File: src/rtl/seq_matcher_if.sv
// rtl/seq_matcher_if.sv - key-write, symbol-stream and match-result bundle for seq_matcher
interface seq_matcher_if #(
  parameter int W     = 5,
  parameter int N     = 4,
  parameter int CNT_W = 8
);
  localparam int IDX_W  = $clog2(N);
  localparam int FILL_W = $clog2(N + 1);

  logic              key_we;
  logic [IDX_W-1:0]  key_idx;
  logic [W-1:0]      key_data;
  logic              in_valid;
  logic [W-1:0]      in_data;
  logic              in_ready;
  logic [FILL_W-1:0] fill;
  logic              match;
  logic [CNT_W-1:0]  match_cnt;

  modport master (
    output key_we, key_idx, key_data, in_valid, in_data,
    input  in_ready, fill, match, match_cnt
  );

  modport slave (
    input  key_we, key_idx, key_data, in_valid, in_data,
    output in_ready, fill, match, match_cnt
  );
endinterface

File: src/rtl/seq_matcher.sv
// rtl/seq_matcher.sv - N-symbol streaming pattern detector built on the equality comparator
// Optional feature macro: SEQ_MATCHER_OVERLAP_EN (overlapping detection); default is non-overlapping.
module equality #(
  parameter int W = 5
) (
  input  logic [W-1:0] i_a,
  input  logic [W-1:0] i_b,
  output logic         o_eq
);
  assign o_eq = (i_a == i_b);
endmodule

module seq_matcher #(
  parameter int W     = 5,
  parameter int N     = 4,
  parameter int CNT_W = 8
) (
  input  logic          clk,
  input  logic          rst,
  seq_matcher_if.slave  bus
);
  localparam int IDX_W  = $clog2(N);
  localparam int FILL_W = $clog2(N + 1);
  localparam logic [FILL_W-1:0] FILL_MAX  = FILL_W'(N);
  localparam logic [FILL_W-1:0] FILL_LAST = FILL_W'(N - 1);

  typedef enum logic {S_FILLING, S_ARMED} state_t;

  logic [W-1:0]      r_key  [N];
  logic [W-1:0]      r_hist [N];
  logic [FILL_W-1:0] r_fill;
  state_t            r_state;
  logic              r_acc;
  logic              r_match;
  logic [CNT_W-1:0]  r_cnt;

  logic              w_ready;
  logic              w_accept;
  logic [N-1:0]      w_eq;
  logic              w_hit;
  logic              w_hit_acc;

  assign w_ready  = !rst && !bus.key_we;
  assign w_accept = bus.in_valid && w_ready;

  for (genvar g = 0; g < N; g++) begin : g_cmp
    equality #(.W(W)) u_eq (
      .i_a  (r_hist[g]),
      .i_b  (r_key[g]),
      .o_eq (w_eq[g])
    );
  end

  // ARMED tracks fill == N, so it doubles as the full-history qualifier.
  assign w_hit     = (&w_eq) && (r_state == S_ARMED);
  // A hit only counts on the cycle right after the symbol that produced it.
  assign w_hit_acc = r_acc && w_hit;

  always_ff @(posedge clk) begin
    if (rst) begin
      for (int i = 0; i < N; i++) begin
        r_key[i]  <= '0;
        r_hist[i] <= '0;
      end
      r_fill  <= '0;
      r_state <= S_FILLING;
      r_acc   <= 1'b0;
      r_match <= 1'b0;
      r_cnt   <= '0;
    end else begin
      r_acc   <= w_accept;
      r_match <= w_hit_acc;
      if (r_match && (r_cnt != {CNT_W{1'b1}})) begin
        r_cnt <= r_cnt + 1'b1;
      end

      if (bus.key_we) begin
        // Out-of-range slot indices match no slot; the flush still applies.
        for (int i = 0; i < N; i++) begin
          if (bus.key_idx == IDX_W'(i)) begin
            r_key[i] <= bus.key_data;
          end
        end
        r_fill  <= '0;
        r_state <= S_FILLING;
      end else begin
        if (w_accept) begin
          for (int i = 0; i < N - 1; i++) begin
            r_hist[i] <= r_hist[i+1];
          end
          r_hist[N-1] <= bus.in_data;
        end
`ifdef SEQ_MATCHER_OVERLAP_EN
        if (w_accept && (r_fill != FILL_MAX)) begin
          r_fill <= r_fill + 1'b1;
          if (r_fill == FILL_LAST) begin
            r_state <= S_ARMED;
          end
        end
`else
        // Flush wins over a symbol accepted on the same edge as the restart.
        if (w_hit_acc) begin
          r_fill  <= '0;
          r_state <= S_FILLING;
        end else if (w_accept && (r_fill != FILL_MAX)) begin
          r_fill <= r_fill + 1'b1;
          if (r_fill == FILL_LAST) begin
            r_state <= S_ARMED;
          end
        end
`endif
      end
    end
  end

  assign bus.in_ready  = w_ready;
  assign bus.fill      = r_fill;
  assign bus.match     = r_match;
  assign bus.match_cnt = r_cnt;
endmodule

File: src/flat_wrapper.sv
// flat-port wrapper written by rule: the top's interface ports become plain ports
module seq_matcher_flat 
#(
  parameter int W     = 5,
  parameter int N     = 4,
  parameter int CNT_W = 8
)
  (clk, rst, bus_key_we, bus_key_idx, bus_key_data, bus_in_valid, bus_in_data, bus_in_ready, bus_fill, bus_match, bus_match_cnt);
  seq_matcher_if #(.W(W), .N(N), .CNT_W(CNT_W)) bus_i ();
  input  logic clk;
  input  logic rst;
  input wire logic [$bits(bus_i.key_we)-1:0] bus_key_we;
  input wire logic [$bits(bus_i.key_idx)-1:0] bus_key_idx;
  input wire logic [$bits(bus_i.key_data)-1:0] bus_key_data;
  input wire logic [$bits(bus_i.in_valid)-1:0] bus_in_valid;
  input wire logic [$bits(bus_i.in_data)-1:0] bus_in_data;
  output wire logic [$bits(bus_i.in_ready)-1:0] bus_in_ready;
  output wire logic [$bits(bus_i.fill)-1:0] bus_fill;
  output wire logic [$bits(bus_i.match)-1:0] bus_match;
  output wire logic [$bits(bus_i.match_cnt)-1:0] bus_match_cnt;
  assign bus_i.key_we = bus_key_we;
  assign bus_i.key_idx = bus_key_idx;
  assign bus_i.key_data = bus_key_data;
  assign bus_i.in_valid = bus_in_valid;
  assign bus_i.in_data = bus_in_data;
  assign bus_in_ready = bus_i.in_ready;
  assign bus_fill = bus_i.fill;
  assign bus_match = bus_i.match;
  assign bus_match_cnt = bus_i.match_cnt;
  seq_matcher #(.W(W), .N(N), .CNT_W(CNT_W)) u_core (.clk(clk), .rst(rst), .bus(bus_i));
endmodule
File: config.mk
export PLATFORM = sky130hd
export DESIGN_NAME = seq_matcher_flat
export DESIGN_NICKNAME = d
export VERILOG_FILES = /design/src/rtl/seq_matcher_if.sv /design/src/rtl/seq_matcher.sv /design/src/flat_wrapper.sv
export SDC_FILE = /design/constraint.sdc
export NUM_CORES = 1
export LEC_CHECK = 0
export ABC_AREA = 1
export CAP_MARGIN = 20
export CORE_MARGIN = 8
export CORE_UTILIZATION = 50
export DETAILED_ROUTE_END_ITERATION = 7
export PLACE_DENSITY = 0.8
export SYNTH_ARGS = -nofsm -noshare
export SYNTH_HDL_FRONTEND = slang
export SYNTH_HIERARCHICAL = 1
export SYNTH_SLANG_ARGS = --single-unit
File: constraint.sdc
create_clock -name clk -period 1.8 [get_ports clk]
set_input_delay 0.45 -clock clk [delete_from_list [all_inputs] [get_ports clk]]
set_output_delay 0.45 -clock clk [all_outputs]
set_load 0.005 [all_outputs]
# Yosys cells after proc, flatten, opt, wreduce, memory -nomap -nowiden
# Memory sizes are Yosys's and may differ from the RTL's.
# Cells that the tools add are included.
dict set report word_totals {
  elab_cells 69
  out_inout_bits 13
  inputBits 16
  ramBits 40
  register_bits 14
  n_memories 2
}
dict set report classes {
  addsub 2
  n_mux 30
  reduce_logical 12
  eq_ne 10
  n_bitwise 8
}
# name words word_bits rd rd_clocked_by_memory_dff write_ports line_no
set mem_list {}
lappend mem_list {u_core.r_hist 4 5 4 0 4 seq_matcher.sv:30} ;# logic [W-1:0] r_hist [N];
lappend mem_list {u_core.r_key 4 5 4 0 4 seq_matcher.sv:29} ;# logic [W-1:0] r_key [N];
# cell count
set op_table {}
lappend op_table {{2-to-1 mux 5 bit} 8}
lappend op_table {{2-to-1 mux 1 bit} 22}
lappend op_table {{equality test 5 bit} 4}
lappend op_table {{adder 8 x 1 -> 8 bit (second input constant)} 1}
lappend op_table {{!= test 8 bit (second input constant)} 1}
lappend op_table {{bitwise OR 1 bit} 8}
lappend op_table {{logical AND 1 bit} 6}
lappend op_table {{equality test 2 bit (second input constant)} 2}
lappend op_table {{AND reduction 4 bit} 1}
lappend op_table {{adder 3 x 1 -> 3 bit (second input constant)} 1}
lappend op_table {{equality test 3 x 2 -> 1 bit (second input constant)} 1}
lappend op_table {{!= test 3 bit (second input constant)} 1}
lappend op_table {{OR reduction 3 bit} 1}
lappend op_table {{equality test 2 x 1 -> 1 bit (second input constant)} 1}
lappend op_table {{zero test 1 bit} 2}
lappend op_table {{zero test 2 bit} 1}
lappend op_table {{AND reduction 2 bit} 1}

# Longest topological paths before layout
dict set report logic_depth {
  word_depth 8
  mapped_depth 10
  depth_no_buf 10
}

# Cells and area by module
# Netlist, hierarchy kept.
# module area_per_inst_um2 instances seq_area_each_um2 cells_each
set modules_own_cells {}
lappend modules_own_cells {seq_matcher 2277.2 1 1481.4 231}
lappend modules_own_cells {equality 76.3 4 0.0 16}

# Least setup slack after synthesis
# Ideal clock, no wire load.
dict set report synth_timing {
  path_kind {input to register}
  from {input port bus_key_we}
  to {memory u_core.r_hist[0][0] (enable)}
  arrival_time_ps 1407
  path_stages 5
  setup_time_ps 377
  n_path_buf 2
  slack_ps 16
  required_time_ps 1423
  cell_sequence {buf_6 > nor2_4 > nand2_4 > buf_2 > nand2_1}
}
# element line_no
set synth_rtl {}
lappend synth_rtl {{start: declaration} flat_wrapper.sv:12} ;# input wire logic [$bits(bus_i.key_we)-1:0] bus_key_we;
lappend synth_rtl {{end: declaration} seq_matcher.sv:30}

# Final worst setup path
dict set report layout_timing {
  from {input port rst}
  to {output port bus_in_ready}
}
dict set report layout_between {
  elab_chain_cells 2
}
# element line_no
set layout_lines {}
lappend layout_lines {{start: declaration} flat_wrapper.sv:11} ;# input logic rst;
lappend layout_lines {{zero test 1 bit} seq_matcher.sv:43} ;# assign w_ready = !rst && !bus.key_we;
lappend layout_lines {{logical AND 1 bit} seq_matcher.sv:43}
lappend layout_lines {{end: declaration} flat_wrapper.sv:17} ;# output wire logic [$bits(bus_i.in_ready)-1:0] bus_in_ready;
# No other way between the ends.

==> impl.org <==
** Logic synthesis
- After technology mapping, the gate count stands at 295.
- Number of distinct library cell variants in the gate-level netlist after synthesis :: 21
- The post-synthesis compound-gate area fraction was 0.0247.
- Cell with the most instances after synthesis :: sky130_fd_sc_hd__nand2_1
- Primary flip-flop cell chosen by synthesis mapping :: sky130_fd_sc_hd__edfxtp_1
- Simple-gate share of the synthesized area :: 0.244
- Number of warnings reported in the yosys synthesis log :: 6
- Largest area contributor in the netlist :: sky130_fd_sc_hd__edfxtp_1
- Of all flip-flops after synthesis, the portion carrying an async set or reset was 0.
- Xor/xnor share of the synthesized area :: 0.0407
- After synthesis, the largest family of logic cells by area is simple AND/OR/NAND/NOR gates.
- Each instance of the synthesized netlist takes up on average 8.75 sq um.
- Area share of the leading cell type in the synthesized netlist :: 0.465
- The commonest cells after synthesis are sky130_fd_sc_hd__nand2_1 (60), sky130_fd_sc_hd__nor2_1 (59), sky130_fd_sc_hd__inv_1 (57), sky130_fd_sc_hd__edfxtp_1 (40), sky130_fd_sc_hd__nand3_1 (19).
- By area the synthesized netlist is led by sky130_fd_sc_hd__edfxtp_1 (47%), sky130_fd_sc_hd__dfxtp_1 (11%), sky130_fd_sc_hd__nand2_1 (8.7%), sky130_fd_sc_hd__nor2_1 (8.6%), sky130_fd_sc_hd__inv_1 (8.3%).
- The share of the Yosys chip area taken by registers is 0.574.
- Synthesized cell area :: 0.00258 sq mm
- The number of nets handed over by synthesis was 315.
- After synthesis, the share of cell area in mux cells is 0.
- Yosys mapped a number of flops with a built-in enable equal to 40.
- Synthesis inferred 54 register bits.
- Of the total synthesized cell area, the portion taken by full adders, half adders and majority gates is 0.0194.

** Die
- In this run the count of I/O pins placed on the die edge is 29.
- The initialized floorplan defines 26 standard-cell rows.
- Effective utilization at floorplan :: 0.512
- The floorplan step defined a die boundary enclosing 0.00772 sq mm.
- Die Width :: 87.9 um
- From bottom edge to top edge, the die measures 87.9 um.
- Area of the core :: 0.00504 sq mm

** CTS
- The clock passes through at most 2 buffers.
- CTS built an H-tree with a depth of 2.
- TritonCTS built the clock tree.
- Clock-pin slew reported for the worst setup and hold paths after clock tree synthesis :: 0.09 ns
- In this run the clock root is driven by a sky130_fd_sc_hd__clkbuf_8.
- Clock Latency Late Sink :: 0.32 ns
- Buffers added to address setup during post-CTS repair amount to 0.
- Gates resized during post-CTS repair numbered 1.
- Post-CTS Hold Buffers :: 0
- In this run, CTS created clock tree buffers numbering 5.
- Clock net sink count :: 54

** Finish
- Share of final-layout standard cells stronger than drive strength 1 :: 0.0749
- Area grow syn2layout :: 21.3%
- Layout net count :: 353
- Total inserted antenna cells :: 0

** STA
- Post-route worst hold slack :: 0.461 ns
- Remaining max-slew budget at the tightest pin :: 0.839
- Post-route fraction of the period consumed by the critical path :: 0.965
- Setup repair after global routing left no endpoint under its margin.
- Worst-Margin Slew :: 0.240 ns
- Clock skew after layout :: 0.0131 ns
- Final min period :: 1.74 ns
- Number of pins exceeding their max-slew limit in the final report :: 0
- # setup viols final :: 0
- Derived from the worst setup path, the maximum achievable clock frequency is 0.576 GHz.
- The total count of hold-check failures in the final report is 0.

** Flow run
- Max_cap viols :: 0

** Worst setup path
- STA puts the critical path data arrival time at 1.29 ns.
- In this run the critical register-to-register path is captured at u_core/bus.fill[1].
- The startpoint identified for the worst register-to-register timing path is u_core/r_key[3][4].
- Crit Path Category :: input port to primary output
- Along the worst path, the maximum fanout reaches 2.
- Element type at the critical path start :: input port
- The worst setup path is captured at a primary output.
- Data on the critical path is required at its endpoint by 1.35 ns.
- Setup slack on the worst reg-to-reg path comes out at 0.30 ns.
- FF-to-FF path depth :: 10

** Worst hold path
- In this run the most critical hold path is launched from u_core/r_state.
- End point of the worst hold path :: u_core/r_state
- HP Class :: flip-flop to flip-flop
- Number of stages on the worst hold path :: 2

** Placed design
- Placer congestion estimate :: 0.810
- Detailed placement ended at an HPWL of 3800 um.
- Number of input and output port buffers inserted :: 28

** Power and ir drop
- Power comes to 2.49 mW.
- Pwr/cell area :: 794 mW/mm^2
- Leak pwr :: 1.33 nW
- Across the VDD grid, the largest voltage drop is 0.371 mV.

** Route
- The detailed router finished its first iteration with 138 violations.
- After detailed routing, the average wire length per cell comes to 12.6 um.
- In the routed design, unresolved DRC markers number 0.
- Via count :: 1919
- Routed wire length :: 5080 um
- Using the TritonRoute via totals, the vias-per-cell ratio works out to 4.75.
- The first TritonRoute pass finished after 4 iterations.
- In this run the remaining antenna-violating nets after routing total 0.

** GRT
- Vias in the first global route :: 1919
- Initial antenna violation count :: 0
- Wire length of the first global-routing pass :: 8490 um
- Entering global routing, the biggest net connects 23 pins.
- For this run, the total global-route usage over all layers was measured as 0.142.
- Total congestion overflow :: 0

** Status
- Status :: complete, no violations
==> through the flow <==
stage	setup WS, ns	instances	setup TNS [ns]	instance area [sq um]	util
4_1_cts	0.0289	404	0	3130	0.621
2_1_floorplan	0.0163	295	0	2580	-
3_5_place_dp	-0.236	396	-1.66	3010	0.598
5_1_grt	0.0157	404	0	3130	0.621
3_3_place_gp	-0.224	396	-0.572	3010	0.598
6_report	0.0639	404	0	3130	0.621
==> cell usage in the layout (no fill, tap or decap), types with 2 or more instances in the layout <==
cell	netlist	final
sky130_fd_sc_hd__nand2_4	2	2
sky130_fd_sc_hd__nand2_1	60	60
sky130_fd_sc_hd__buf_12	0	3
sky130_fd_sc_hd__dfxtp_1	14	13
sky130_fd_sc_hd__edfxtp_1	40	40
sky130_fd_sc_hd__buf_4	1	5
sky130_fd_sc_hd__ha_1	4	4
sky130_fd_sc_hd__clkbuf_8	0	5
sky130_fd_sc_hd__a21oi_1	8	8
sky130_fd_sc_hd__o21ai_0	3	3
sky130_fd_sc_hd__nor3_1	2	2
sky130_fd_sc_hd__nand2_2	2	2
sky130_fd_sc_hd__nor2_1	59	59
sky130_fd_sc_hd__inv_1	57	57
sky130_fd_sc_hd__nand4_1	4	4
sky130_fd_sc_hd__xnor2_1	12	12
sky130_fd_sc_hd__clkdlybuf4s50_1	0	26
sky130_fd_sc_hd__nand3_1	19	19
==> sequential cells by signal (all words and copies together) (netlist names) <==
name and count:
u_core/bus.fill 3, u_core/bus.match 1, u_core/bus.match_cnt 8, u_core/r_acc 1, u_core/r_hist 20, u_core/r_key 20
u_core/r_state 1
==> worst max-delay path by stage <==
| stage | startpoint | endpoint | slack (ns) |
|---|---|---|---|
| floorplan | bus_key_we | u_core/r_hist[0][0] | 0.02 |
| global placement | bus_key_we | bus_in_ready | -0.22 |
| detailed placement | bus_key_we | bus_in_ready | -0.24 |
| CTS | u_core/bus.match_cnt[7] | bus_match_cnt[7] | 0.03 |
| global route | u_core/bus.fill[2] | bus_fill[2] | 0.02 |
| finish | rst | bus_in_ready | 0.06 |
==> report_power, final <==
| part | internal [mW] | switching (mW) | leakage (nW) |
|---|---|---|---|
| Sequential | 1.40 | 0.0363 | 0.518 |
| Clock | 0.422 | 0.405 | 0.0587 |
| Combinational | 0.103 | 0.119 | 0.753 |
==> worst max-delay path: stages <==
cell and delay [ns]:
sky130_fd_sc_hd__clkdlybuf4s50_1 0.52, sky130_fd_sc_hd__nor2_4 0.04, sky130_fd_sc_hd__dlygate4sd2_1 0.27
==> routing by layer <==
layer	global-route usage	routed length (um)
met4	0.0531	80
met5	0	0
met2	0.258	2690
met3	0.0394	238
met1	0.153	2070
==> layout make-up <==
cell class | count | area [sq um]
Clock inverter | 3 | 47.5
Tap cell | 70 | 87.6
Multi-Input combinational cell | 178 | 848
Inverter | 58 | 219
Timing Repair Buffer | 36 | 379
Fill cell | 402 | 1910
Sequential cell | 54 | 1480
Clock buffer | 5 | 68.8
==> kinds of logic after synthesis <==
family / Yosys count
xor gates and xnor gates: 12
DFF: 54
and+or+nand+nor: 150
buffers and inverters: 63
adders and majority gates: 4
AOI/OAI and AO/OA: 12
Power figures use the tool's default switching activity.
